===== src/rtl/trace_ram_arbiter.sv =====
// trace_ram_arbiter: write-port controller for the shared trace RAM.
// Sequences capture sessions (arm, run, stop-on-full or circular wrap) and
// arbitrates a single RAM write port between host writes and buffered
// capture events. Host writes always win; capture events wait in a small FIFO.
//
// state  | meaning
// -------+--------------------------------------------------------------
// S_IDLE | no session; capture strobes ignored, counters hold for readback
// S_RUN  | capturing; events buffered and written at the capture address
// S_DONE | stop-mode session filled the RAM; strobes ignored until cap_en=0

module trace_ram_arbiter #(
  parameter int ADDR_W     = 14,
  parameter int DATA_W     = 32,
  parameter int FIFO_DEPTH = 4
) (
  input  logic              clk,
  input  logic              rst,
  input  logic              host_we,
  input  logic [ADDR_W-1:0] host_waddr,
  input  logic [DATA_W-1:0] host_wdata,
  input  logic              cap_en,
  input  logic              cap_wrap,
  input  logic              cap_valid,
  input  logic [DATA_W-1:0] cap_data,
  output logic              ram_we,
  output logic [ADDR_W-1:0] ram_waddr,
  output logic [DATA_W-1:0] ram_wdata,
  output logic [ADDR_W:0]   cap_count,
  output logic [1:0]        cap_state,
  output logic              cap_overflow,
  output logic              cap_wrapped
);

  localparam int PTR_W = $clog2(FIFO_DEPTH);
  localparam logic [ADDR_W:0] COUNT_FULL = {1'b1, {ADDR_W{1'b0}}};
  localparam logic [ADDR_W:0] COUNT_LAST = COUNT_FULL - (ADDR_W+1)'(1);
  localparam logic [PTR_W:0]  FIFO_FULL_CNT = (PTR_W+1)'(FIFO_DEPTH);

  typedef enum logic [1:0] {
    S_IDLE = 2'd0,
    S_RUN  = 2'd1,
    S_DONE = 2'd2
  } cap_state_t;

  cap_state_t state_q, state_d;

  logic [DATA_W-1:0] fifo_mem [FIFO_DEPTH];
  logic [PTR_W-1:0]  rd_ptr, wr_ptr;
  logic [PTR_W:0]    fifo_cnt;

  logic              wrap_mode_q;
  logic [ADDR_W-1:0] cap_addr_q;
  logic [ADDR_W:0]   cap_count_q;
  logic              overflow_q;
  logic              wrapped_q;

  logic run, fifo_empty, fifo_full;
  logic pop, push_req, push, drop, start, flush;

  assign run        = (state_q == S_RUN);
  assign fifo_empty = (fifo_cnt == '0);
  assign fifo_full  = (fifo_cnt == FIFO_FULL_CNT);

  // Host has absolute priority; a capture pop only uses otherwise idle cycles.
  assign pop      = run && !host_we && !fifo_empty;
  assign push_req = run && cap_valid;
  // A full FIFO still accepts an event when its head leaves the same cycle.
  assign push     = push_req && (!fifo_full || pop);
  assign drop     = push_req && !push;
  assign start    = (state_q == S_IDLE) && cap_en;
  // Buffered events only survive while the session stays in RUN.
  assign flush    = !(run && (state_d == S_RUN));

  // Session state register.
  always_ff @(posedge clk) begin
    if (rst) state_q <= S_IDLE;
    else     state_q <= state_d;
  end

  // Next-state logic; stop mode ends the session on the pop that fills the RAM.
  always_comb begin
    state_d = state_q;
    case (state_q)
      S_IDLE: if (cap_en) state_d = S_RUN;
      S_RUN: begin
        if (!cap_en)
          state_d = S_IDLE;
        else if (!wrap_mode_q && pop && (cap_count_q == COUNT_LAST))
          state_d = S_DONE;
      end
      S_DONE: if (!cap_en) state_d = S_IDLE;
      default: state_d = S_IDLE;
    endcase
  end

  // Event buffer storage; contents are don't-care while empty.
  always_ff @(posedge clk) begin
    if (push) fifo_mem[wr_ptr] <= cap_data;
  end

  // Event buffer pointers and occupancy.
  always_ff @(posedge clk) begin
    if (rst || flush) begin
      rd_ptr   <= '0;
      wr_ptr   <= '0;
      fifo_cnt <= '0;
    end else begin
      if (push) wr_ptr <= wr_ptr + PTR_W'(1);
      if (pop)  rd_ptr <= rd_ptr + PTR_W'(1);
      case ({push, pop})
        2'b10:   fifo_cnt <= fifo_cnt + (PTR_W+1)'(1);
        2'b01:   fifo_cnt <= fifo_cnt - (PTR_W+1)'(1);
        default: fifo_cnt <= fifo_cnt;
      endcase
    end
  end

  // Session bookkeeping: capture address, event count and sticky flags.
  always_ff @(posedge clk) begin
    if (rst) begin
      wrap_mode_q <= 1'b0;
      cap_addr_q  <= '0;
      cap_count_q <= '0;
      overflow_q  <= 1'b0;
      wrapped_q   <= 1'b0;
    end else if (start) begin
      wrap_mode_q <= cap_wrap;
      cap_addr_q  <= '0;
      cap_count_q <= '0;
      overflow_q  <= 1'b0;
      wrapped_q   <= 1'b0;
    end else begin
      if (pop) begin
        cap_addr_q <= cap_addr_q + ADDR_W'(1);
        // A full count on a pop means the address has already wrapped once.
        if (cap_count_q == COUNT_FULL) wrapped_q   <= 1'b1;
        else                           cap_count_q <= cap_count_q + (ADDR_W+1)'(1);
      end
      if (drop) overflow_q <= 1'b1;
    end
  end

  // Registered RAM write port; address/data hold when no write is granted.
  always_ff @(posedge clk) begin
    if (rst) begin
      ram_we    <= 1'b0;
      ram_waddr <= '0;
      ram_wdata <= '0;
    end else begin
      ram_we <= host_we || pop;
      if (host_we) begin
        ram_waddr <= host_waddr;
        ram_wdata <= host_wdata;
      end else if (pop) begin
        ram_waddr <= cap_addr_q;
        ram_wdata <= fifo_mem[rd_ptr];
      end
    end
  end

  assign cap_count    = cap_count_q;
  assign cap_state    = state_q;
  assign cap_overflow = overflow_q;
  assign cap_wrapped  = wrapped_q;

endmodule


===== config.mk =====
export PLATFORM = sky130hd
export DESIGN_NAME = trace_ram_arbiter
export DESIGN_NICKNAME = d
export VERILOG_FILES = /design/src/rtl/trace_ram_arbiter.sv
export SDC_FILE = /design/constraint.sdc
export NUM_CORES = 1
export LEC_CHECK = 0
export CAP_MARGIN = 20
export CORE_AREA = 2 2 136 138
export CTS_BUF_LIST = sky130_fd_sc_hd__clkbuf_4 sky130_fd_sc_hd__clkbuf_8
export DETAILED_ROUTE_END_ITERATION = 12
export DIE_AREA = 0 0 138 140
export GPL_TIMING_DRIVEN = 0
export PLACE_DENSITY = 0.85
export SYNTH_ARGS = -nofsm -noshare
export SYNTH_HDL_FRONTEND = slang
export SYNTH_SLANG_ARGS = --single-unit

===== constraint.sdc =====
create_clock -name clk -period 2.25 [get_ports clk]
set_input_delay 0.3375 -clock clk [delete_from_list [all_inputs] [get_ports clk]]
set_output_delay 0.3375 -clock clk [all_outputs]
set_load 0.05 [all_outputs]

Yosys cells after proc, flatten, opt, wreduce, memory -nomap -nowiden --
Memory sizes are Yosys's and may differ from the RTL's. A register that Yosys moved wholly into a read port is not among the register bits. Cells that the tools add are included.
Storage, ports and cells: logic and storage cells 67, memory bits (writable) 128, memories kept 1, input bits 84, register bits after elaboration 88, output and inout bits 66
Memory list:
- fifo_mem | words 4, bits a word 32, read ports 1, clocked after memory_dff 1, wr ports 1, RTL line 48 | logic [DATA_W-1:0] fifo_mem [FIFO_DEPTH];
Cells by class: reduce and logical (&&, ||, !) cells 25, bitwise logic cells 1, equality and inequality tests 8, mux-type cells 14, add/subtract/negate cells 6
Operators by type and width (count):
- 32-bit 2-to-1 mux | 2
- 14-bit 2-to-1 mux | 2
- 15-bit by 1-bit adder with 15-bit output, second input constant | 1
- 15-bit by 14-bit equality test with 1-bit output, second input constant | 1
- 15-bit equality test, second input constant | 1
- 14-bit by 1-bit adder with 14-bit output, second input constant | 1
- 2-bit 2-to-1 mux | 6
- 1-bit logical AND | 9
- 2-bit by 1-bit equality test with 1-bit output, second input constant | 3
- 1-bit zero test | 6
- 2-bit case mux with 3 select lines | 1
- 3-bit case mux with 2 select lines | 1
- 2-bit by 1-bit adder with 2-bit output, second input constant | 2
- 2-bit equality test, second input constant | 2
- 2-bit AND reduction | 2
- 2-bit nonzero test | 2
- 3-bit by 1-bit adder with 3-bit output, second input constant | 1
- 3-bit equality test, second input constant | 1
- 3-bit zero test | 1
- 1-bit logical OR | 3
- 3-bit by 1-bit subtractor with 3-bit output, second input constant | 1
- 2-bit zero test | 1
- 1-bit 2-to-1 mux | 2
- 2-bit OR reduction | 1
- 1-bit NOT | 1

Longest topological paths before layout --
depth after elaboration 13, gate-level depth with buffers 10, mapped depth without buffers 8

Least setup slack after synthesis --
No wires, ideal clock.
kind register to register, start point reg state_q[0] (netlist: cap_state[0]), end point mem fifo_mem[1][0], enable pin, path slack -508 ps, setup time 392 ps, arrival time 2366 ps, data required time 1858 ps, period minus slack after synthesis 2758 ps, cell stages (with the launch flop) 4, path buffers 0, cell sequence dfxtp_1 -> nand2b_1 -> a311oi_1 -> and2_1
On the way: longest elaborated chain between the ends 7, elaborated cells between the ends (all ways) 8, those cells by class eq/ne: 1; mux: 2; reduce/logical: 5
Ends and longest elaborated chain:
- from (decl) | RTL line 46 | cap_state_t state_q, state_d;
- from (signal assigned) | RTL line 78 | else state_q <= state_d;
- 2-bit by 1-bit equality test with 1-bit output (*) | RTL line 61 | assign run = (state_q == S_RUN);
- 1-bit logical AND (2 in series) | RTL line 66 | assign pop = run && !host_we && !fifo_empty;
- 1-bit logical OR | RTL line 69 | assign push = push_req && (!fifo_full || pop);
- 1-bit logical AND (*) | RTL line 69
- 1-bit 2-to-1 mux (*) | RTL line 99 | if (push) fifo_mem[wr_ptr] <= cap_data;
- 1-bit 2-to-1 mux (not written as such) (*) | RTL line 99
- to (decl) | RTL line 48
Every way passes the cells marked *; elsewhere a longest branch is shown, timed or not.

Worst setup path in the final report --
start point reg cap_count_q[0] (netlist: cap_count[0]), end point out cap_count[0]
RTL lines:
- from (decl) | RTL line 54 | logic [ADDR_W:0] cap_count_q;
- from (signal assigned) | RTL line 138 | else cap_count_q <= cap_count_q + (ADDR_W+1)'(1);
- to (decl) | RTL line 29 | output logic [ADDR_W:0] cap_count,
No word-level cell between the ends.

==> impl_metrics.toml <==
[run_status]
outcome = "complete, no violations"

[global_routing]
antenna_found_initial = 0
grtUsageTotal_pct = 21.0
grt_max_degree = 33
grt_pass1_vias = 6240
grt_pass1_wl_um = 32300
grt-ovfl-total = 0

[sta]
worst_slew_pin_slew_ns = 0.676
period_share_pct = 96.8
fin_crit_ns = 2.18
fin_tns_setup_ns = 0
hold_violations = 0
final_max_slew_viol_count = 0
fmax_mhz = 459
setup_violations = 0
finClkSkew_ns = 0.0181
rsz0062_at_grt = "true"
slew_headroom_pct = 54.9

[clock_network]
clock-root-buffer = "clkbuf_8"
cts_buffers = 36
clock_sinks = 218
clkLatencyLatePin_ns = 0.53
clockBufferDepth = 3
clk_pin_slew_ns = 0.06
htreeDepth = 2
cts_tree = "built"

[route]
post_drt_wl_per_cell_um = 18.4
route.detailed.drc = 0
drtPass1Iterations = 5
dr.first_iter.drc_count = 343
via_per_inst = 5.60
via_count = 6210
drtAntennaViolNets = 0
routed_wl_um = 20400

[setup_path]
path_max_fanout = 8
crit_arrival_ns = 1.84
crit_type = "flop to output pin"
slowest_delay_ns = 0.87
worstRegToRegCells = 8
cpMaxStageDelayCell = "clkdlybuf4s50_1"
cp_cell_sequence = "clkdlybuf4s50_1"
path_buf_inv = 1
critPathTopFamily = "buffers and inverters"
start_kind = "flop"
crit_path_end_kind = "output pin"
r2r_slack_ns = 0.08
rr_startpoint = "cap_state[1]"
r2r-end = "fifo_cnt[2]"
required_ns = 1.91

[yosys]
synth_adder_area_share_pct = 1.23
synth-simple-area-share_pct = 10.3
synth_nets = 755
synth_mux_area_share_pct = 8.45
ys.flop_type = "edfxtp_1"
syn_avg_cell_area_um2 = 13.2
async_reset_ff_share_pct = 0
syn_inst = 663
synth_edf_count = 128
ys_seq_area_share_pct = 64.4
yosys-top-cells-area = "edfxtp_1, dfxtp_1, mux4_2"
syn_area_um2 = 8770
synth-seq-cells = 218
yosysWarnings = 0
synth_top_family_by_area = "simple AND/OR/NAND/NOR gates"
yosys.cell_types.count = 52
synth_compound_gate_area_share_pct = 10.2
yosysTopAreaCell = "edfxtp_1"
yosys.area_share.xor_xnor_pct = 1.80
synth_top_area_share_pct = 43.8

[floorplan]
rows = 49
core_um2 = 17800
die_w_um = 138
die_area_um2 = 19300
initial_utilization_pct = 49.3
chipHeight_um = 140
io_pins = 150

[min_path]
hold_start = "host_we"
min_to = "ram_waddr[3]"
hold_depth = 4
hp-class = "input port to flop"

[layout]
drive_gt1_share_pct = 15.1
regArea_um2 = 5650
nets = 944
syn2layout_area_growth_pct = 29.7
nFillCells = 1398
diodes = 0
final_area_um2 = 11400
multiInputGateArea_um2 = 2860

[power_and_ir_drop]
power_switching_mw = 1.93
intPower_mw = 6.54
power.density_nw_per_um2 = 745
p_sw_share_pct = 22.8
p_comb_share_pct = 8.3
p_total_mw = 8.48
max-vdd-ir-drop_uv = 477
power.leakage_nw = 3.84
sequentialPowerShare_pct = 51.1
clkPwrFrac_pct = 40.6

[placement]
dpl_cell_area_um2 = 10600
place_congestion = 0.865
portBuffers = 148
dp_hpwl_um = 13900

[flow_run]
max_cap_viol_count = 0
==> logic make-up (layout without fill, tap and decap cells) <==
| kind of cell | Yosys count | after routing |
|---|---|---|
| adders and majority gates | 8 | 8 |
| muxes | 34 | 34 |
| DFF | 218 | 218 |
| AOI/OAI and AO/OA | 137 | 137 |
| and+or+nand+nor | 168 | 168 |
| buffers and inverters | 80 | 296 |
| xor gates and xnor gates | 18 | 18 |
==> stage by stage <==
stage                     std cells  util, %  hold slack, ns  setup WS, ns
after global placement         1040     59.5           0.443        -0.749
after global routing           1108     64.0           0.244       -0.0218
after CTS                      1107     63.8           0.252     -0.000359
final                          1108     64.0           0.225        0.0725
after floorplan                 663        -           0.436        0.0308
after detailed placement       1040     59.5           0.447        -0.849
==> area by class of cell <==
class	count	share of cell area [%]
sequential	218	49.7
multi-input combinational	365	25.1
timing repair buffer	151	13.3
clock buffer	58	6.08
tap	229	2.52
buffer	38	1.59
inverter	42	1.39
clock inverter	7	0.319
==> Yosys cell counts (2+ instances only) <==
cell type  count
dfxtp_1       90
xor2_1         7
or4_1          4
mux2i_1        2
ha_1           7
nor3_1         8
nor4b_1        3
xnor2_1       11
nand4_1        8
and2_1         7
o31ai_1        4
nor2_1        22
o21a_1         3
a21oi_1       63
a221oi_1      32
nand2_1       66
o21ai_0       10
mux4_2        32
nor4_1         5
a22oi_1       14
nand4b_1       3
or3_1         10
a211oi_1       2
and4_1         7
a31oi_1        2
buf_2          9
buf_1          5
nand2b_1       2
nor2b_1        3
clkbuf_1      22
nor3b_1        2
nand3_1        9
nor3_2         2
inv_1         42
edfxtp_1     128
==> power groups by stage <==
stage	clock network (mW)	logic (mW)	registers [mW]
detailed placement	0	0.700	4.42
global placement	0	0.687	4.41
floorplan	0	0.172	4.60
finish	3.44	0.706	4.33
global route	3.66	0.748	4.34
CTS	3.50	0.705	4.33
==> metal layers <==
metal  part of all wire (%)  wire length [um]  global-route usage (%)  vias to the layer above
li1                       -                 -                       -                     2896
met1                     41              8310                    26.1                     3017
met2                     50             10200                    36.0                      254
met3                    7.1              1440                    4.58                       43
met4                    2.5               509                    8.49                        0
met5                      0                 0                       0                        -
==> how the worst max path moves through the flow <==
| stage | to | cells after the start | slack, ns | from |
|---|---|---|---|---|
| final | cap_count[0] | 1 | 0.07 | cap_count[0] |
| after global routing | fifo_cnt[2] | 8 | -0.02 | cap_state[1] |
| after CTS | fifo_cnt[1] | 9 | -0.0004 | fifo_cnt[2] |
| after detailed placement | fifo_mem[0][26] | 4 | -0.85 | cap_valid |
| after global placement | fifo_mem[1][29] | 4 | -0.75 | cap_valid |
| after floorplan | fifo_cnt[2] | 8 | 0.03 | cap_state[1] |
==> repair_timing <==
action                                  in CTS  in global routing
setup buffers                                2                  1
gates resized for setup                      8                  8
endpoints found under the setup margin     131                 32
hold buffers                                 0                  0
pin swaps                                    1                  1
==> state kept, by name, indices dropped and copies added, names as in the netlist, named ones only <==
signal	flops
fifo_cnt	3
cap_count	15
wrap_mode_q	1
cap_wrapped	1
cap_overflow	1
ram_waddr	14
cap_addr_q	14
fifo_mem	128
wr_ptr	2
cap_state	2
ram_we	1
ram_wdata	32
rd_ptr	2
==> layout by cell type, fill, tap and decap left out, drive strengths merged, types with 2 or more instances in the layout <==
master,instances
clkdlybuf4s50,146
edfxtp,128
dfxtp,90
clkbuf,84
nand2,66
a21oi,63
inv,43
mux4,32
a221oi,32
nor2,22
buf,15
a22oi,14
xnor2,11
or3,10
o21ai,10
nor3,10
nand3,9
nand4,9
and4,7
xor2,7
ha,7
and2,7
clkinv,6
nor4,5
or4,5
o31ai,4
nor4b,4
o21a,3
nand4b,3
nor2b,3
nor3b,3
mux2i,2
a211oi,2
a31oi,2
dlymetal6s2s,2
nand2b,2
(Power assumes the default switching activity.)
